## config.mk

```make
export PLATFORM = sky130hd
export DESIGN_NAME = cp0_exc_seq_flat
export DESIGN_NICKNAME = d
export VERILOG_FILES = /design/src/rtl/cp0_exc_seq_pkg.sv /design/src/rtl/cp0_exc_seq_if.sv /design/src/rtl/cp0_exc_seq_int_detect.sv /design/src/rtl/cp0_exc_seq.sv /design/src/flat_wrapper.sv
export SDC_FILE = /design/constraint.sdc
export NUM_CORES = 1
export LEC_CHECK = 0
export BUFFER_PORTS_ARGS = -buffer_cell sky130_fd_sc_hd__buf_2
export CAP_MARGIN = 20
export CORE_MARGIN = 2
export CORE_UTILIZATION = 50
export DETAILED_ROUTE_END_ITERATION = 10
export HOLD_SLACK_MARGIN = 0.02
export PLACE_DENSITY = 0.91
export SYNTH_ARGS = -nofsm -noshare
export SYNTH_HDL_FRONTEND = slang
export SYNTH_SLANG_ARGS = --single-unit
```

## constraint.sdc

```tcl
create_clock -name clk -period 4.2 [get_ports clk]
set_clock_uncertainty 0.2 [all_clocks]
set_input_delay 1.26 -clock clk [delete_from_list [all_inputs] [get_ports clk]]
set_output_delay 1.26 -clock clk [all_outputs]
set_load 0.05 [all_outputs]
```

## src/rtl/cp0_exc_seq_pkg.sv

```systemverilog
// Shared CP0 definitions: register addresses, exception codes, bit positions
// and the default exception vector used by the exception sequencer.
package cp0_exc_seq_pkg;

  // CP0 register addresses
  localparam logic [4:0] CP0_BADVADDR = 5'd8;
  localparam logic [4:0] CP0_COUNT    = 5'd9;
  localparam logic [4:0] CP0_COMPARE  = 5'd11;
  localparam logic [4:0] CP0_STATUS   = 5'd12;
  localparam logic [4:0] CP0_CAUSE    = 5'd13;
  localparam logic [4:0] CP0_EPC      = 5'd14;

  // ExcCode values
  localparam logic [4:0] EXC_INT  = 5'd0;
  localparam logic [4:0] EXC_ADEL = 5'd4;
  localparam logic [4:0] EXC_ADES = 5'd5;
  localparam logic [4:0] EXC_SYS  = 5'd8;
  localparam logic [4:0] EXC_BP   = 5'd9;
  localparam logic [4:0] EXC_RI   = 5'd10;
  localparam logic [4:0] EXC_OV   = 5'd12;

  // Status / Cause field positions
  localparam int STATUS_IE    = 0;
  localparam int STATUS_EXL   = 1;
  localparam int STATUS_IM_LO = 10;
  localparam int CAUSE_BD     = 31;
  localparam int CAUSE_EXC_LO = 2;
  localparam int CAUSE_IP_LO  = 10;

  localparam logic [31:0] EXC_VECTOR_DEF = 32'hBFC0_0380;

  // Address-error exceptions are the only ones that also record BadVAddr.
  function automatic logic has_badvaddr(input logic [4:0] code);
    return (code == EXC_ADEL) || (code == EXC_ADES);
  endfunction

endpackage

```

## src/rtl/cp0_exc_seq_if.sv

```systemverilog
// Commit-stage / CP0 bundle around the exception sequencer.
// slave = the sequencer, master = the pipeline/CP0 side driving it.
interface cp0_exc_seq_if #(
  parameter int ADDR_W = 5,
  parameter int INT_W  = 6
);
  logic              mem_valid_i;
  logic [31:0]       mem_pc_i;
  logic              mem_bd_i;
  logic              exc_valid_i;
  logic [4:0]        exc_code_i;
  logic [31:0]       exc_badvaddr_i;
  logic              eret_i;
  logic              mtc0_en_i;
  logic [ADDR_W-1:0] mtc0_addr_i;
  logic [31:0]       mtc0_data_i;
  logic [INT_W-1:0]  int_i;
  logic [31:0]       status_i;
  logic [31:0]       cause_i;
  logic [31:0]       epc_i;
  logic              cp0_write_en;
  logic [ADDR_W-1:0] cp0_write_addr;
  logic [31:0]       cp0_write_data;
  logic              cp0_hw_wr;
  logic              stall_o;
  logic              flush_o;
  logic [31:0]       redirect_pc_o;

  modport slave (
    input  mem_valid_i, mem_pc_i, mem_bd_i, exc_valid_i, exc_code_i, exc_badvaddr_i,
           eret_i, mtc0_en_i, mtc0_addr_i, mtc0_data_i, int_i, status_i, cause_i, epc_i,
    output cp0_write_en, cp0_write_addr, cp0_write_data, cp0_hw_wr, stall_o, flush_o,
           redirect_pc_o
  );

  modport master (
    output mem_valid_i, mem_pc_i, mem_bd_i, exc_valid_i, exc_code_i, exc_badvaddr_i,
           eret_i, mtc0_en_i, mtc0_addr_i, mtc0_data_i, int_i, status_i, cause_i, epc_i,
    input  cp0_write_en, cp0_write_addr, cp0_write_data, cp0_hw_wr, stall_o, flush_o,
           redirect_pc_o
  );
endinterface

```

## src/rtl/cp0_exc_seq_int_detect.sv

```systemverilog
// Hardware-interrupt acceptance: an unmasked pending line is taken only when
// interrupts are enabled, not already at exception level, and an instruction
// is committing to carry the EPC.
module cp0_int_detect #(
  parameter int INT_W = 6
) (
  input  logic             mem_valid_i,
  input  logic [INT_W-1:0] int_i,
  input  logic [INT_W-1:0] status_im_i,
  input  logic             status_ie_i,
  input  logic             status_exl_i,
  output logic             int_req_o
);

  assign int_req_o = mem_valid_i & status_ie_i & ~status_exl_i & (|(int_i & status_im_i));

endmodule

```

## src/rtl/cp0_exc_seq.sv

```systemverilog
// Exception/ERET sequencer and CP0 write-port arbiter. Serialises the CP0
// writes of an exception (EPC, BadVAddr, Cause, Status) or ERET (Status),
// holds the pipeline meanwhile, then flushes and redirects fetch. MTC0 from
// the pipeline uses the same write port when no higher event is present.
module cp0_exc_seq
  import cp0_exc_seq_pkg::*;
#(
  parameter logic [31:0] EXC_VECTOR = EXC_VECTOR_DEF,
  parameter int          ADDR_W     = 5,
  parameter int          INT_W      = 6
) (
  input logic         clk,
  input logic         rst,
  cp0_exc_seq_if.slave bus
);

  typedef enum logic [2:0] {
    S_IDLE   = 3'd0,
    S_EPC    = 3'd1,
    S_BADV   = 3'd2,
    S_CAUSE  = 3'd3,
    S_STATUS = 3'd4,
    S_ERET   = 3'd5,
    S_FLUSH  = 3'd6
  } state_e;

  state_e            state_q, state_d;
  logic [4:0]        code_q, code_d;
  logic [31:0]       pc_q, pc_d;
  logic              bd_q, bd_d;
  logic [31:0]       badv_q, badv_d;
  logic              is_eret_q, is_eret_d;
  logic [31:0]       epc_q, epc_d;
  logic              wr_en_q, wr_en_d;
  logic [ADDR_W-1:0] wr_addr_q, wr_addr_d;
  logic [31:0]       wr_data_q, wr_data_d;
  logic              hw_wr_q, hw_wr_d;
  logic              flush_q, flush_d;
  logic [31:0]       redir_q, redir_d;
  logic              mtc0_go_s;
  logic              int_req_s;

  cp0_int_detect #(.INT_W(INT_W)) u_int_detect (
    .mem_valid_i  (bus.mem_valid_i),
    .int_i        (bus.int_i),
    .status_im_i  (bus.status_i[STATUS_IM_LO +: INT_W]),
    .status_ie_i  (bus.status_i[STATUS_IE]),
    .status_exl_i (bus.status_i[STATUS_EXL]),
    .int_req_o    (int_req_s)
  );

  // Hold the pipeline while an exception/interrupt/ERET is accepted or being sequenced.
  assign bus.stall_o = rst & ((state_q != S_IDLE) | int_req_s |
                              (bus.mem_valid_i & (bus.exc_valid_i | bus.eret_i)));

  // Next state, event arbitration in IDLE and capture of the accepted event.
  always_comb begin
    state_d   = state_q;
    code_d    = code_q;
    pc_d      = pc_q;
    bd_d      = bd_q;
    badv_d    = badv_q;
    is_eret_d = is_eret_q;
    epc_d     = epc_q;
    mtc0_go_s = 1'b0;
    case (state_q)
      S_IDLE: begin
        if (int_req_s || (bus.mem_valid_i && bus.exc_valid_i)) begin
          code_d    = int_req_s ? EXC_INT : bus.exc_code_i;
          pc_d      = bus.mem_pc_i;
          bd_d      = bus.mem_bd_i;
          badv_d    = bus.exc_badvaddr_i;
          is_eret_d = 1'b0;
          // Already at exception level: keep the original EPC.
          if (!bus.status_i[STATUS_EXL]) begin
            state_d = S_EPC;
          end else if (!int_req_s && has_badvaddr(bus.exc_code_i)) begin
            state_d = S_BADV;
          end else begin
            state_d = S_CAUSE;
          end
        end else if (bus.mem_valid_i && bus.eret_i) begin
          epc_d     = bus.epc_i;
          is_eret_d = 1'b1;
          state_d   = S_ERET;
        end else if (bus.mem_valid_i && bus.mtc0_en_i) begin
          mtc0_go_s = 1'b1;
        end else begin
          mtc0_go_s = 1'b0;
        end
      end
      S_EPC:    state_d = has_badvaddr(code_q) ? S_BADV : S_CAUSE;
      S_BADV:   state_d = S_CAUSE;
      S_CAUSE:  state_d = S_STATUS;
      S_STATUS: state_d = S_FLUSH;
      S_ERET:   state_d = S_FLUSH;
      S_FLUSH:  state_d = S_IDLE;
      default:  state_d = S_IDLE;
    endcase
  end

  // Registered-output values for the state being entered.
  always_comb begin
    wr_en_d   = 1'b0;
    wr_addr_d = '0;
    wr_data_d = 32'h0000_0000;
    hw_wr_d   = 1'b0;
    flush_d   = 1'b0;
    redir_d   = 32'h0000_0000;
    case (state_d)
      S_IDLE: begin
        if (mtc0_go_s) begin
          wr_en_d   = 1'b1;
          wr_addr_d = bus.mtc0_addr_i;
          wr_data_d = bus.mtc0_data_i;
        end else begin
          wr_en_d   = 1'b0;
        end
      end
      S_EPC: begin
        wr_en_d   = 1'b1;
        hw_wr_d   = 1'b1;
        wr_addr_d = ADDR_W'(CP0_EPC);
        wr_data_d = bd_d ? (pc_d - 32'd4) : pc_d;
      end
      S_BADV: begin
        wr_en_d   = 1'b1;
        hw_wr_d   = 1'b1;
        wr_addr_d = ADDR_W'(CP0_BADVADDR);
        wr_data_d = badv_d;
      end
      S_CAUSE: begin
        wr_en_d   = 1'b1;
        hw_wr_d   = 1'b1;
        wr_addr_d = ADDR_W'(CP0_CAUSE);
        wr_data_d = {bd_d, bus.cause_i[30:7], code_d, bus.cause_i[1:0]};
      end
      S_STATUS: begin
        wr_en_d   = 1'b1;
        hw_wr_d   = 1'b1;
        wr_addr_d = ADDR_W'(CP0_STATUS);
        wr_data_d = {bus.status_i[31:2], 1'b1, bus.status_i[0]};
      end
      S_ERET: begin
        wr_en_d   = 1'b1;
        hw_wr_d   = 1'b1;
        wr_addr_d = ADDR_W'(CP0_STATUS);
        wr_data_d = {bus.status_i[31:2], 1'b0, bus.status_i[0]};
      end
      S_FLUSH: begin
        flush_d = 1'b1;
        redir_d = is_eret_d ? epc_d : EXC_VECTOR;
      end
      default: begin
        wr_en_d = 1'b0;
      end
    endcase
  end

  // State, captured event and output registers; async reset aborts to IDLE.
  always_ff @(posedge clk or negedge rst) begin
    if (!rst) begin
      state_q   <= S_IDLE;
      code_q    <= 5'd0;
      pc_q      <= 32'h0000_0000;
      bd_q      <= 1'b0;
      badv_q    <= 32'h0000_0000;
      is_eret_q <= 1'b0;
      epc_q     <= 32'h0000_0000;
      wr_en_q   <= 1'b0;
      wr_addr_q <= '0;
      wr_data_q <= 32'h0000_0000;
      hw_wr_q   <= 1'b0;
      flush_q   <= 1'b0;
      redir_q   <= 32'h0000_0000;
    end else begin
      state_q   <= state_d;
      code_q    <= code_d;
      pc_q      <= pc_d;
      bd_q      <= bd_d;
      badv_q    <= badv_d;
      is_eret_q <= is_eret_d;
      epc_q     <= epc_d;
      wr_en_q   <= wr_en_d;
      wr_addr_q <= wr_addr_d;
      wr_data_q <= wr_data_d;
      hw_wr_q   <= hw_wr_d;
      flush_q   <= flush_d;
      redir_q   <= redir_d;
    end
  end

  assign bus.cp0_write_en   = wr_en_q;
  assign bus.cp0_write_addr = wr_addr_q;
  assign bus.cp0_write_data = wr_data_q;
  assign bus.cp0_hw_wr      = hw_wr_q;
  assign bus.flush_o        = flush_q;
  assign bus.redirect_pc_o  = redir_q;

endmodule

```

## src/flat_wrapper.sv

```systemverilog
// flat-port wrapper written by rule: the top's interface ports become plain ports
module cp0_exc_seq_flat import cp0_exc_seq_pkg::*;
#(
  parameter logic [31:0] EXC_VECTOR = EXC_VECTOR_DEF,
  parameter int          ADDR_W     = 5,
  parameter int          INT_W      = 6
)
  (clk, rst, bus_mem_valid_i, bus_mem_pc_i, bus_mem_bd_i, bus_exc_valid_i, bus_exc_code_i, bus_exc_badvaddr_i, bus_eret_i, bus_mtc0_en_i, bus_mtc0_addr_i, bus_mtc0_data_i, bus_int_i, bus_status_i, bus_cause_i, bus_epc_i, bus_cp0_write_en, bus_cp0_write_addr, bus_cp0_write_data, bus_cp0_hw_wr, bus_stall_o, bus_flush_o, bus_redirect_pc_o);
  cp0_exc_seq_if #(.ADDR_W(ADDR_W), .INT_W(INT_W)) bus_i ();
  input logic clk;
  input logic rst;
  input wire logic [$bits(bus_i.mem_valid_i)-1:0] bus_mem_valid_i;
  input wire logic [$bits(bus_i.mem_pc_i)-1:0] bus_mem_pc_i;
  input wire logic [$bits(bus_i.mem_bd_i)-1:0] bus_mem_bd_i;
  input wire logic [$bits(bus_i.exc_valid_i)-1:0] bus_exc_valid_i;
  input wire logic [$bits(bus_i.exc_code_i)-1:0] bus_exc_code_i;
  input wire logic [$bits(bus_i.exc_badvaddr_i)-1:0] bus_exc_badvaddr_i;
  input wire logic [$bits(bus_i.eret_i)-1:0] bus_eret_i;
  input wire logic [$bits(bus_i.mtc0_en_i)-1:0] bus_mtc0_en_i;
  input wire logic [$bits(bus_i.mtc0_addr_i)-1:0] bus_mtc0_addr_i;
  input wire logic [$bits(bus_i.mtc0_data_i)-1:0] bus_mtc0_data_i;
  input wire logic [$bits(bus_i.int_i)-1:0] bus_int_i;
  input wire logic [$bits(bus_i.status_i)-1:0] bus_status_i;
  input wire logic [$bits(bus_i.cause_i)-1:0] bus_cause_i;
  input wire logic [$bits(bus_i.epc_i)-1:0] bus_epc_i;
  output wire logic [$bits(bus_i.cp0_write_en)-1:0] bus_cp0_write_en;
  output wire logic [$bits(bus_i.cp0_write_addr)-1:0] bus_cp0_write_addr;
  output wire logic [$bits(bus_i.cp0_write_data)-1:0] bus_cp0_write_data;
  output wire logic [$bits(bus_i.cp0_hw_wr)-1:0] bus_cp0_hw_wr;
  output wire logic [$bits(bus_i.stall_o)-1:0] bus_stall_o;
  output wire logic [$bits(bus_i.flush_o)-1:0] bus_flush_o;
  output wire logic [$bits(bus_i.redirect_pc_o)-1:0] bus_redirect_pc_o;
  assign bus_i.mem_valid_i = bus_mem_valid_i;
  assign bus_i.mem_pc_i = bus_mem_pc_i;
  assign bus_i.mem_bd_i = bus_mem_bd_i;
  assign bus_i.exc_valid_i = bus_exc_valid_i;
  assign bus_i.exc_code_i = bus_exc_code_i;
  assign bus_i.exc_badvaddr_i = bus_exc_badvaddr_i;
  assign bus_i.eret_i = bus_eret_i;
  assign bus_i.mtc0_en_i = bus_mtc0_en_i;
  assign bus_i.mtc0_addr_i = bus_mtc0_addr_i;
  assign bus_i.mtc0_data_i = bus_mtc0_data_i;
  assign bus_i.int_i = bus_int_i;
  assign bus_i.status_i = bus_status_i;
  assign bus_i.cause_i = bus_cause_i;
  assign bus_i.epc_i = bus_epc_i;
  assign bus_cp0_write_en = bus_i.cp0_write_en;
  assign bus_cp0_write_addr = bus_i.cp0_write_addr;
  assign bus_cp0_write_data = bus_i.cp0_write_data;
  assign bus_cp0_hw_wr = bus_i.cp0_hw_wr;
  assign bus_stall_o = bus_i.stall_o;
  assign bus_flush_o = bus_i.flush_o;
  assign bus_redirect_pc_o = bus_i.redirect_pc_o;
  cp0_exc_seq #(.EXC_VECTOR(EXC_VECTOR), .ADDR_W(ADDR_W), .INT_W(INT_W)) u_core (.clk(clk), .rst(rst), .bus(bus_i));
endmodule
```

======== Yosys cells after proc, flatten, opt, wreduce, memory -nomap -nowiden ========
Index checks and enable logic that the tools add are counted.
storage, ports and cells
  logic and storage cells ................. 90
  output and inout bits ................... 73
  flip-flop bits (word level) ............. 178
  input bits .............................. 215
operators by class
  multiplexer cells ....................... 36
  reductions and logical operators ........ 15
  equality and inequality tests ........... 15
  add/subtract/negate cells ............... 1
  bitwise operators ....................... 10
operator list
  kind                     count
  $mux W32                 11
  $pmux W32 S6             1
  $sub A32 B3 Y32 const B  1
  $pmux W5 S5              1
  $eq A5 B3 Y1 const B     4
  $mux W5                  4
  $eq A3 B3 Y1 const B     5
  $pmux W3 S5              1
  $mux W1                  14
  $eq A3 B2 Y1 const B     4
  $mux W3                  3
  $and A6 B6 Y6            1
  $eq A3 B1 Y1 const B     2
  $logic_not A3 Y1         2
  $reduce_or A6 Y1         1
  $and A1 B1 Y1            5
  $reduce_or A5 Y1         1
  $logic_and A1 B1 Y1      4
  $reduce_or A2 Y1         2
  $logic_or A1 B1 Y1       3
  $or A1 B1 Y1             3
  $reduce_bool A3 Y1       1
  $pmux W1 S2              1
  $logic_not A1 Y1         1
  $not A1 Y1               1

======== Logic depth before layout (Yosys ltp) ========
Gate-level depths: netlist of the first run.
  depth in word-level cells ............... 12
  depth in mapped cells ................... 15

======== By module ========
Synthesis of the first run repeated with hierarchy kept, for this count alone.
second synthesis, totals
  cell total of the unflattened synthesis .. 792
  area, all modules ....................... 8341.8 µm²
modules (own cells, without submodules)
  module          seq. area each (µm²)  cells each  times used  area an instance (µm²)
  cp0_exc_seq     4454.3                787         1           8299.2
  cp0_int_detect  0.0                   5           1           42.5

======== Worst setup path before layout of the first run ========
No wires, ideal clock.
  path kind ............................... input -> register
  start point ............................. input port bus_int_i[5]
  end point ............................... register u_core.wr_data_q[28] (netlist: u_core.bus.cp0_write_data[28])
  stages .................................. 15
  data required time ...................... 3.874 ns
  path buffers ............................ 4
  data arrival time ....................... 4.412 ns
  setup slack ............................. -0.538 ns
  cells stage by stage .................... a22oi_1 -> a31oi_1 -> o21ai_0 -> buf_2 -> buf_2 -> buf_1 -> mux2i_1 -> ha_1 -> and3b_1 -> clkbuf_1 -> nand3_1 -> mux2i_1 -> o21ai_0 -> xnor2_1 -> a221o_1
on the way
  longest elaborated chain between the ends .. 11
ends and longest elaborated chain
  item                                                                     line                          source
  start, declared                                                          flat_wrapper.sv:22            input wire logic [$bits(bus_i.int_i)-1:0] bus_int_i;
  $and A6 B6 Y6 (*)                                                        cp0_exc_seq_int_detect.sv:15  assign int_req_o = mem_valid_i & status_ie_i & ~status_exl_i & (|(int_i & status_im_i));
  $reduce_or A6 Y1 (*)                                                     cp0_exc_seq_int_detect.sv:15
  $and A1 B1 Y1 (*)                                                        cp0_exc_seq_int_detect.sv:15
  parallel branches: the longest is 7 deep, another holds $sub A32 B3 Y32  --
  $pmux W32 S6 (*)                                                         cp0_exc_seq.sv:110            case (state_d)
  net u_core.wr_data_d[28]                                                 cp0_exc_seq.sv:36             logic [31:0] wr_data_q, wr_data_d;
  end signal, assigned                                                     cp0_exc_seq.sv:186            wr_data_q <= wr_data_d;
  end, declared                                                            cp0_exc_seq.sv:36
Mark *: on every way through the listed nets, which the timed path passes.

======== Worst setup path after layout of the first run ========
  start point ............................. input port bus_int_i[1]
  end point ............................... register u_core.wr_data_q[12] (netlist: u_core.bus.cp0_write_data[12])
Same word-level chain as after synthesis.

==> results of run 1 <==
## worst max-delay path by stage
stage | start | endpoint | slack (ns)
2_1_floorplan | bus_int_i[1] | u_core.bus.cp0_write_data[28]$_DFF_PN0_ | 0.03
3_3_place_gp | bus_int_i[1] | u_core.bus.cp0_write_data[12]$_DFF_PN0_ | -0.03
3_5_place_dp | bus_int_i[1] | u_core.bus.cp0_write_data[12]$_DFF_PN0_ | -0.24
4_1_cts | bus_int_i[1] | u_core.bus.cp0_write_data[12]$_DFF_PN0_ | 0.19
5_1_grt | bus_int_i[1] | u_core.bus.cp0_write_data[12]$_DFF_PN0_ | 0.02
6_report | bus_int_i[1] | u_core.bus.cp0_write_data[12]$_DFF_PN0_ | 0.17
## routing by layer
layer  GRT usage [%]  vias up  wire, um  share of wire [%]
met5               0        -         0                  0
met4            14.3        0      1160                4.2
met3            6.78      111      2540                9.1
met2            49.9      555     13300                 48
met1            42.1     3763     10800                 39
li1                -     3422         -                  -
## state kept, by name (all words and copies together) (netlist names), 3 cells and up
register,cells
u_core.bus.cp0_write_addr,5
u_core.badv_q,32
u_core.epc_q,32
u_core.code_q,5
u_core.bus.cp0_write_data,32
u_core.state_q,3
u_core.pc_q,32
u_core.bus.redirect_pc_o,32
## area by class of cell
class	count	area, um2
Clock buffer	21	460
Sequential cell	178	4450
Clock inverter	11	150
Fill cell	1237	5540
Tap cell	220	275
Multi-Input combinational cell	554	3670
Antenna cell	3	7.51
Timing Repair Buffer	329	1830
Inverter	7	26.3
## placed cells by master, fill, tap and decap left out, types with 7 or more instances in the layout
master                      Yosys  layout
sky130_fd_sc_hd__o21ai_0       25      23
sky130_fd_sc_hd__nor4_1         9       9
sky130_fd_sc_hd__clkbuf_16      0      17
sky130_fd_sc_hd__nor3_1        11      11
sky130_fd_sc_hd__or4_1         11      11
sky130_fd_sc_hd__xor2_1        16      16
sky130_fd_sc_hd__dfrtp_1      178     178
sky130_fd_sc_hd__a32o_1         7       7
sky130_fd_sc_hd__mux2i_1       31      31
sky130_fd_sc_hd__nand3_1        7       7
sky130_fd_sc_hd__o31a_1        12      12
sky130_fd_sc_hd__nand2_1      186     186
sky130_fd_sc_hd__buf_2         16     280
sky130_fd_sc_hd__nand4_1        8       8
sky130_fd_sc_hd__mux2_2        44      44
sky130_fd_sc_hd__a21oi_1       11      11
sky130_fd_sc_hd__a22oi_1       11       8
sky130_fd_sc_hd__a222oi_1      12      12
sky130_fd_sc_hd__and3_1        22      22
sky130_fd_sc_hd__xnor2_1       14      14
sky130_fd_sc_hd__nor2_1        24      23
sky130_fd_sc_hd__or3_1          9       9
sky130_fd_sc_hd__buf_4          1      45
sky130_fd_sc_hd__inv_1          7       7
## worst max-delay path, stage by stage
cell and delay [ns]:
sky130_fd_sc_hd__buf_2 0.10, sky130_fd_sc_hd__a22oi_2 0.24, sky130_fd_sc_hd__a31oi_2 0.12, sky130_fd_sc_hd__buf_4 0.17, sky130_fd_sc_hd__o21ai_4 0.21, sky130_fd_sc_hd__mux2i_1 0.30, sky130_fd_sc_hd__ha_2 0.28, sky130_fd_sc_hd__nand2_1 0.11
sky130_fd_sc_hd__or4_1 0.42, sky130_fd_sc_hd__mux2i_1 0.17, sky130_fd_sc_hd__xor2_1 0.13, sky130_fd_sc_hd__a222oi_1 0.43, sky130_fd_sc_hd__o21ai_0 0.17
## where the power goes
part           total, W  switching [W]  leakage (nW)  internal (W)
Combinational   0.00374        0.00247          2.97       0.00127
Sequential      0.00272       0.000316          2.27       0.00241
Clock           0.00166       0.000681         0.300      0.000974
## stage by stage
| stage | hold slack, ns | total power (W) | util (%) | instances |
|---|---|---|---|---|
| after global placement | 0.251 | 0.00622 | 62.1 | 1285 |
| after CTS | 0.275 | 0.00804 | 65.8 | 1317 |
| after detailed placement | 0.259 | 0.00636 | 62.1 | 1285 |
| after global routing | 0.290 | 0.00848 | 66.2 | 1323 |
| final | 0.273 | 0.00812 | 66.2 | 1323 |
| after floorplan | 0.240 | 0.00516 | - | 784 |
## kinds of logic (layout without fill, tap and decap cells)
kind of cell / Yosys count / in the layout / synth area share [%]
AOI/OAI and AO/OA: 125 / 125 / 11.6
adders and majority gates: 1 / 1 / 0.151
xor gates and xnor gates: 30 / 30 / 3.17
buffers and inverters: 52 / 368 / 2.64
DFF: 178 / 178 / 53.8
and+or+nand+nor: 323 / 323 / 18.9
muxes: 75 / 75 / 9.73
other: 0 / 3 / 0
## repair_timing
item | CTS | global route
hold buffers | 0 | 0
setup endpoints to repair | 0 | 2
resized for setup | 0 | 1
endpoints found under the hold margin | 0 | 0
==> flow_summary.ini, run 1 <==
[run_status]
outcome = finished clean

[sta]
grt_setup_unrepaired = no
max_slew_margin_pct = 35.5
report.final.slew_viol_count = 0
tightestPinTransition_ns = 0.966
setup_viol_count_final = 0
final_hold_viol_count = 0
final_critical_path_setup_slack_ns = 0.170
fmax_mhz = 248
min_period_over_period_pct = 96.0
timing.setup.tns_ns = 0
period_minus_slack_ns = 4.03

[pwr]
total_leakage_power_nw = 5.54
maximum_vdd_drop_uv = 385
power-per-cell-area_mw_per_mm2 = 747

[logic_synthesis]
post-synth-top-area-fraction_pct = 53.8
ys_dominant_reg_cell = sky130_fd_sc_hd__dfrtp_1
leading_area_contributor_after_synthesis = sky130_fd_sc_hd__dfrtp_1
postSynthRegisterBits = 178
yosys.cell_count.top_type = sky130_fd_sc_hd__nand2_1
async_flop_share_pct = 100
synth.avg_cell_area_um2 = 10.6
synth_enable_flop_cells = 0
synth_cells = 784
syn-num-nets = 1000
synth.yosys.warnings = 0
ys_top_cells_by_area = sky130_fd_sc_hd__dfrtp_1, sky130_fd_sc_hd__nand2_1, sky130_fd_sc_hd__mux2_2
netlist_area_mm2 = 0.00828
synth_sequential_area_ratio_pct = 53.8
ys_top_cells_by_count = sky130_fd_sc_hd__nand2_1, sky130_fd_sc_hd__dfrtp_1, sky130_fd_sc_hd__mux2_2, sky130_fd_sc_hd__mux2i_1, sky130_fd_sc_hd__o21ai_0
yosysUniqueCellTypes = 61

[final_layout]
syn2layout_area_growth_pct = 31.2
stdcell_area_mm2 = 0.0109
share_of_post_route_cells_with_drive_strength_above_1_pct = 39.1
final_nets = 1303

[die]
die_height_um = 133
top_level_ports = 288
floorplan.die.width_um = 133
floorplan.core_area_mm2 = 0.0164
initial_utilization_pct = 50.5
fp.dieArea_mm2 = 0.0176
core.rowCount = 47

[drt]
detailedRoute.firstIterationViolations = 1006
vias = 7851
route.detailed.vias_per_inst = 5.93
detail_route.drc_violations = 0
wl_um = 27800
first_pass_iters = 6
ant_nets = 0
detail_routed_net_length_per_standard_cell_um = 21.0

[min_path]
min_to = u_core.badv_q[16]$_DFF_PN0_
hold_path_startpoint = u_core.badv_q[16]$_DFF_PN0_
class_of_the_tightest_hold_or_removal_check = reg2reg
holdPathStages = 2

[clock_tree]
postCtsSetupRepairBufs = 0
cts_buffer_depth = 2
worst_skew_pair.late_latency_ns = 0.44
clk_slew_on_worst_s_h_paths_ns = 0.06
clock-root-buffer = sky130_fd_sc_hd__clkbuf_16
htree_levels = 4
cts_tree = built
cts.sink_count = 178
tritoncts.num_buffers = 17

[setup_path]
r2r.worst_path.cells = 11
setup.worst_path.class = in2reg
end_kind = flop
cp_max_fo = 5
worst_setup_path_start_kind = input port
rr_endpoint = u_core.bus.cp0_write_data[12]$_DFF_PN0_
cp.arrival_ns = 4.11
r2r-start = u_core.state_q[1]$_DFF_PN0_
cp_data_required_time_ns = 4.28
reg_to_reg_setup_timing_slack_ns = 0.98

[placed_design]
detailed_place.area_mm2 = 0.0102
dp_hpwl_um = 20400
io_buffers = 281
dpl_worst_slack_ns = -0.235
routability_congestion = 1.01

[global_route]
grt_pass1_vias = 7615
grt_remaining_overflow = 0
grt_pass1_wl_um = 42700
grt_start_max_net_pins = 84
gr-usage-all-layers_pct = 31.6
grt_antenna_before_repair = 4

[flow_run]
maxCapViolations = 0
No activity file was read; power rests on OpenSTA's default activity.
==> inputs of run 2 (changes only) <==
- ABC_AREA: default -> 1
- CORE_UTILIZATION: 50 -> 51
==> run 2 against run 1 <==
Against the previous run:
- worst setup slack improved by 0.094 ns
- register-to-register slack improved by 0.33 ns
- fmax rose by 2.4%
- global-route usage fell by 2.2 points
- critical path type is now in2out
==> flow_summary.ini, run 2 <==
[drt]
route.detailed.vias_per_inst = 5.20
detail_route.drc_violations = 0
first_pass_iters = 9
wl_um = 27400
vias = 8732
ant_nets = 0
detailedRoute.firstIterationViolations = 792
detail_routed_net_length_per_standard_cell_um = 16.3

[final_layout]
syn2layout_area_growth_pct = 25.0
leading_cell_types_in_the_layout_fill_and_taps_excluded = sky130_fd_sc_hd__nand2_1, sky130_fd_sc_hd__buf_2, sky130_fd_sc_hd__dfrtp_1, sky130_fd_sc_hd__inv_1, sky130_fd_sc_hd__nand3_1
final_nets = 1653
stdcell_area_mm2 = 0.0112
share_of_post_route_cells_with_drive_strength_above_1_pct = 28.8
layout.cells.non_filler = 1679
final_common_cell = sky130_fd_sc_hd__nand2_1

[pwr]
clock_power_share_pct = 18.3
total_leakage_power_nw = 6.25
combPwrFrac_pct = 51.2
switching_power_w = 0.00432
maximum_vdd_drop_uv = 367
power-per-cell-area_mw_per_mm2 = 783
share_seq_of_total_power_pct = 30.5
power.internal_w = 0.00445
power_switching_share_pct = 49.3

[setup_path]
end_kind = output pin
worst_setup_path_start_kind = input port
critPathSlowestCell = sky130_fd_sc_hd__buf_12
setup.worst_path.class = in2out
cp.arrival_ns = 2.48
sequence_of_cells_on_the_critical_path = buf_2 -> nand2_1 -> nand2_1 -> nor2_1 -> nand2_1 -> nand2_4 -> nand2_8 -> o21ai_0 -> inv_1 -> buf_12
timing.critical_path.slowest_cell_delay_ns = 0.17
cp_data_required_time_ns = 2.74
reg_to_reg_setup_timing_slack_ns = 1.31
cp_max_fo = 6
critical-path-top-cell-by-count = sky130_fd_sc_hd__nand2_1

[flow_run]
maxCapViolations = 0

[placed_design]
routability_congestion = 0.925
detailed_place.area_mm2 = 0.0106
io_buffers = 281
dp_hpwl_um = 20100
place_inst = 1643

[clock_tree]
clk_slew_on_worst_s_h_paths_ns = 0.07
worst_skew_pair.late_latency_ns = 0.44
tritoncts.num_buffers = 17
cts.sink_count = 178
cts_buffer_depth = 2
cts_hold_buf = 0
cts_tree = built
postCtsSetupRepairBufs = 0
number_of_cells_upsized_or_downsized_after_cts = 0
htree_levels = 4
clock-root-buffer = sky130_fd_sc_hd__clkbuf_16

[logic_synthesis]
netlist_area_mm2 = 0.00896
postSynthRegisterBits = 178
yosysUniqueCellTypes = 38
synth_cells = 1165
yosys.cell_count.top_type = sky130_fd_sc_hd__nand2_1
post-synth-top-area-fraction_pct = 49.7
syn-num-nets = 1381
synth.yosys.warnings = 0
synth.avg_cell_area_um2 = 7.69
leading_area_contributor_after_synthesis = sky130_fd_sc_hd__dfrtp_1
async_flop_share_pct = 100
ys_top_cells_by_count = sky130_fd_sc_hd__nand2_1, sky130_fd_sc_hd__dfrtp_1, sky130_fd_sc_hd__inv_1, sky130_fd_sc_hd__nand3_1, sky130_fd_sc_hd__nor2_1
ys_top_cells_by_area = sky130_fd_sc_hd__dfrtp_1, sky130_fd_sc_hd__nand2_1, sky130_fd_sc_hd__inv_1
synth_enable_flop_cells = 0
ys_dominant_reg_cell = sky130_fd_sc_hd__dfrtp_1
synth_sequential_area_ratio_pct = 49.7

[global_route]
grt_start_max_net_pins = 80
gr-usage-all-layers_pct = 29.4
grt_pass1_wl_um = 41500
grt_pass1_vias = 8243
grt_util_met2_pct = 46.8
met1_track_usage_gr_pct = 39.1
grt_antenna_before_repair = 4
globalRouteMet3Util_pct = 5.78
gr-max-usage-layer = met2
grt_remaining_overflow = 0

[die]
top_level_ports = 288
fp.dieArea_mm2 = 0.0187
core.rowCount = 48
initial_utilization_pct = 52.0
floorplan.core_area_mm2 = 0.0172
floorplan.die.width_um = 137
die_height_um = 137

[sta]
period_minus_slack_ns = 3.94
max_slew_margin_pct = 33.0
tightestPinTransition_ns = 1.00
grt_setup_unrepaired = no
report.final.slew_viol_count = 0
min_period_over_period_pct = 93.7
final_hold_viol_count = 0
setup_viol_count_final = 0
timing.setup.tns_ns = 0
fmax_mhz = 254

[run_status]
outcome = finished clean

[min_path]
class_of_the_tightest_hold_or_removal_check = reg2reg
-- run 2: cell count changes after synthesis, moves of 20 or more --
cell / change
sky130_fd_sc_hd__nand3b_1: +20
sky130_fd_sc_hd__inv_1: +113
sky130_fd_sc_hd__nor2_1: +59
sky130_fd_sc_hd__mux2_2: -44
sky130_fd_sc_hd__or2_2: +28
sky130_fd_sc_hd__mux2i_1: -29
sky130_fd_sc_hd__o21ai_0: +26
sky130_fd_sc_hd__nand2_1: +252
sky130_fd_sc_hd__nand3_1: +78
sky130_fd_sc_hd__and3_1: -22
-- run 2: stage by stage --
step	total power, W	util, %	setup WS, ns	hold slack [ns]
after floorplan	0.00583	-	0.361	0.240
after global placement	0.00694	61.4	0.209	0.254
after detailed placement	0.00710	61.4	0.206	0.258
after CTS	0.00872	64.9	0.266	0.278
after global routing	0.00930	65.0	0.147	0.296
final	0.00877	65.0	0.264	0.277
-- run 2: kinds of logic (layout without fill, tap and decap cells) --
kind of cell               count (synthesis)  after routing  synth area share (%)
AOI/OAI and AO/OA                         88             88                  5.39
xor gates and xnor gates                   3              3                 0.293
muxes                                      2              2                 0.223
DFF                                      178            178                  49.7
and+or+nand+nor                          719            719                  36.1
adders and majority gates                  1              1                 0.140
other                                      0              4                     0
buffers and inverters                    174            459                  8.19
-- run 2: layer usage --
layer  vias to the layer above  share of wire (%)
li1                       4148                  -
met4                         0                3.1
met1                      4048                 41
met3                        75                7.9
met2                       461                 48
met5                         -                  0
-- run 2: layout make-up --
| cell class | count | area (um2) |
|---|---|---|
| Antenna cell | 4 | 10.0 |
| Clock buffer | 17 | 425 |
| Clock inverter | 15 | 176 |
| Fill cell | 1459 | 6040 |
| Inverter | 128 | 480 |
| Multi-Input combinational cell | 813 | 3780 |
| Sequential cell | 178 | 4450 |
| Tap cell | 225 | 282 |
| Timing Repair Buffer | 299 | 1590 |
-- run 2: worst max-delay path, delay by kind of cell --
family                 cells  cell delay [ns]
AO/OA/AOI/OAI              1             0.16
AND/OR/NAND/NOR            6             0.63
buffers and inverters      3             0.41
-- run 2: power groups by stage --
stage          sequential (W)  clock, W  combinational, W
3_5_place_dp          0.00270         0           0.00440
2_1_floorplan         0.00349         0           0.00234
6_report              0.00267   0.00160           0.00449
5_1_grt               0.00273   0.00168           0.00488
3_3_place_gp          0.00266         0           0.00428
4_1_cts               0.00267   0.00162           0.00444
-- run 2: path summary, 6_finish.rpt --
check	start	end	depth (start not counted)
worst max-delay path	bus_status_i[10]	bus_stall_o	10
worst min-delay path	u_core.badv_q[9]$_DFF_PN0_	u_core.badv_q[9]$_DFF_PN0_	2
worst max register to register	u_core.state_q[1]$_DFF_PN0_	u_core.bus.cp0_write_data[14]$_DFF_PN0_	14
worst min register to register	u_core.badv_q[9]$_DFF_PN0_	u_core.badv_q[9]$_DFF_PN0_	2
max in group asynchronous	rst	u_core.badv_q[10]$_DFF_PN0_	2
min in group asynchronous	rst	u_core.pc_q[6]$_DFF_PN0_	1
==> inputs of run 3 (changes only) <==
==> constraint.sdc (replaced) <==
create_clock -name clk -period 4.2 [get_ports clk]
set_clock_uncertainty 0.2 [all_clocks]
set_input_delay 0.42 -clock clk [delete_from_list [all_inputs] [get_ports clk]]
set_output_delay 0.42 -clock clk [all_outputs]
set_load 0.05 [all_outputs]
==> run 3 against run 2 <==
Against the previous run:
- cell count grew 2.4%
- routed wire length grew 4.1%
- sequential power is essentially flat
- critical path depth grew 7
- register-to-register slack lost 0.50 ns
- worst hold slack lost 0.26 ns
- global-route usage grew 1.1 points
- first-iteration DRC count grew 12%
- total power grew 1.2%
- highest routed layer unchanged
==> flow_summary.ini, run 3 (synthesis gave the netlist of run 2 again) <==
[setup_path]
end_kind = flop
cp_max_fo = 57
cp_data_required_time_ns = 4.38
critical-path-top-cell-by-count = sky130_fd_sc_hd__nand2_1
r2r.worst_path.cells = 13
reg_to_reg_setup_timing_slack_ns = 0.81
worstPathBufferInverterCount = 4
cp.arrival_ns = 3.65
critPathSlowestCell = sky130_fd_sc_hd__nor2_4
setup.worst_path.class = in2reg
sequence_of_cells_on_the_critical_path = buf_2 -> nand2_1 -> nand2_1 -> nor2_1 -> nand2_1 -> nand2_4 -> nand2_8 -> nand2_8 -> o21ai_0 -> o21ai_1 -> nand2_2 -> inv_2 -> nor2_4 -> buf_4 -> nand2_1 -> nand4_1 -> dlygate4sd3_1
critical-path-top-delay-family = simple AND/OR/NAND/NOR gates
number_of_logic_stages_on_the_critical_path_including_buffering = 17
timing.critical_path.slowest_cell_delay_ns = 0.63
worst_setup_path_start_kind = input port

[final_layout]
utilization_pct = 67.4
syn2layout_area_growth_pct = 29.6
final_nets = 1692
n_fill_cell = 1319
final_common_cell = sky130_fd_sc_hd__nand2_1
leading_cell_types_in_the_layout_fill_and_taps_excluded = sky130_fd_sc_hd__nand2_1, sky130_fd_sc_hd__buf_2, sky130_fd_sc_hd__dfrtp_1, sky130_fd_sc_hd__inv_1, sky130_fd_sc_hd__nand3_1
share_of_post_route_cells_with_drive_strength_above_1_pct = 27.8

[min_path]
holdPathStages = 3
class_of_the_tightest_hold_or_removal_check = in2reg

[drt]
first_pass_iters = 8
vias = 9052
ant_nets = 0
wl_um = 28500
detail_routed_net_length_per_standard_cell_um = 16.6
route.detailed.vias_per_inst = 5.27
detailedRoute.firstIterationViolations = 890
detail_route.drc_violations = 0

[sta]
timing.setup.tns_ns = 0
report.final.slew_viol_count = 0
period_minus_slack_ns = 3.47
final_hold_viol_count = 0
final_critical_path_setup_slack_ns = 0.731
grt_setup_unrepaired = no
fmax_mhz = 288
min_period_over_period_pct = 82.6
setup_viol_count_final = 0
max_slew_margin_pct = 43.2
tightestPinTransition_ns = 0.852

[clock_tree]
htree_levels = 4
cts.sink_count = 178
clock-root-buffer = sky130_fd_sc_hd__clkbuf_16
cts_buffer_depth = 2
number_of_cells_upsized_or_downsized_after_cts = 0
clk_slew_on_worst_s_h_paths_ns = 0.08
tritoncts.num_buffers = 17
cts_tree = built
worst_skew_pair.late_latency_ns = 0.44

[global_route]
grt_pass1_vias = 8503
grt_pass1_wl_um = 43100
gr-usage-all-layers_pct = 30.5
grt_antenna_before_repair = 3
grt_start_max_net_pins = 114
grt_remaining_overflow = 0

[placed_design]
dpl_worst_slack_ns = 0.813
io_buffers = 281
dp_hpwl_um = 20000
routability_congestion = 0.971

[pwr]
maximum_vdd_drop_uv = 412
total_leakage_power_nw = 6.42
power-per-cell-area_mw_per_mm2 = 764

[die]
die_height_um = 137
floorplan.core_area_mm2 = 0.0172
fp.dieArea_mm2 = 0.0187
floorplan.die.width_um = 137
initial_utilization_pct = 52.0
top_level_ports = 288
core.rowCount = 48

[flow_run]
maxCapViolations = 0

[run_status]
outcome = finished clean
-- run 3: cell types whose count changed in the layout (fill, tap and decap cells not counted), sizes merged --
| cell | before | now |
|---|---|---|
| dlygate4sd3 | 0 | 43 |
| buf | 299 | 295 |
| clkinv | 5 | 8 |
| inv | 137 | 135 |
| clkinvlp | 1 | 0 |
| diode | 4 | 5 |
-- run 3: worst paths after layout --
check                                       startpoint                                      to
setup / recovery                      bus_status_i[10]  u_core.bus.cp0_write_data[9]$_DFF_PN0_
min in group asynchronous                          rst                u_core.pc_q[7]$_DFF_PN0_
setup reg to reg           u_core.state_q[1]$_DFF_PN0_  u_core.bus.cp0_write_data[9]$_DFF_PN0_
hold reg to reg              u_core.pc_q[10]$_DFF_PN0_               u_core.pc_q[10]$_DFF_PN0_
max in group asynchronous                          rst              u_core.epc_q[24]$_DFF_PN0_
hold / removal                          bus_cause_i[7]  u_core.bus.cp0_write_data[7]$_DFF_PN0_
-- run 3: per-stage QoR --
step | area (um2) | hold WS (ns) | power, W | std cells
finish | 11600 | 0.0187 | 0.00887 | 1719
global route | 11600 | 0.0313 | 0.00939 | 1717
floorplan | 8960 | -0.0756 | 0.00583 | 1165
detailed placement | 10600 | 0.260 | 0.00704 | 1639
CTS | 11600 | 0.0206 | 0.00876 | 1714
global placement | 10600 | 0.254 | 0.00690 | 1639
-- run 3: metal layers --
metal  global-route usage, %  wire length [um]  share of wire [%]
met1                    39.4             11400                 40
met3                    6.19              2440                8.5
met2                    49.8             13700                 48
met4                    13.1               985                3.5
met5                       0                 0                  0
-- run 3: final cells by class --
class	count	area, um2	area share, %
tap	225	282	2.42
inverter	128	480	4.14
clock inverter	15	189	1.63
timing repair buffer	338	1990	17.1
clock buffer	17	425	3.66
antenna	5	12.5	0.108
sequential	178	4450	38.4
multi-input combinational	813	3780	32.6
-- run 3: repair_timing --
item	in CTS	in global routing
hold buffers	43	0
buffers inserted	0	0
endpoints found under the hold margin	103	0
endpoints found under the setup margin	0	0
-- run 3: worst reg2reg max path: cells and delay by family (launching register included) --
| family | cells | cell delay [ns] |
|---|---|---|
| AOI/OAI and AO/OA | 2 | 0.27 |
| buffers and inverters | 4 | 0.99 |
| DFF | 1 | 0.44 |
| and+or+nand+nor | 7 | 1.44 |
-- run 3: power breakdown --
group | internal [W] | switching, W
Sequential | 0.00245 | 0.000232
Combinational | 0.00125 | 0.00333
Clock | 0.000813 | 0.000803
Total | 0.00451 | 0.00436
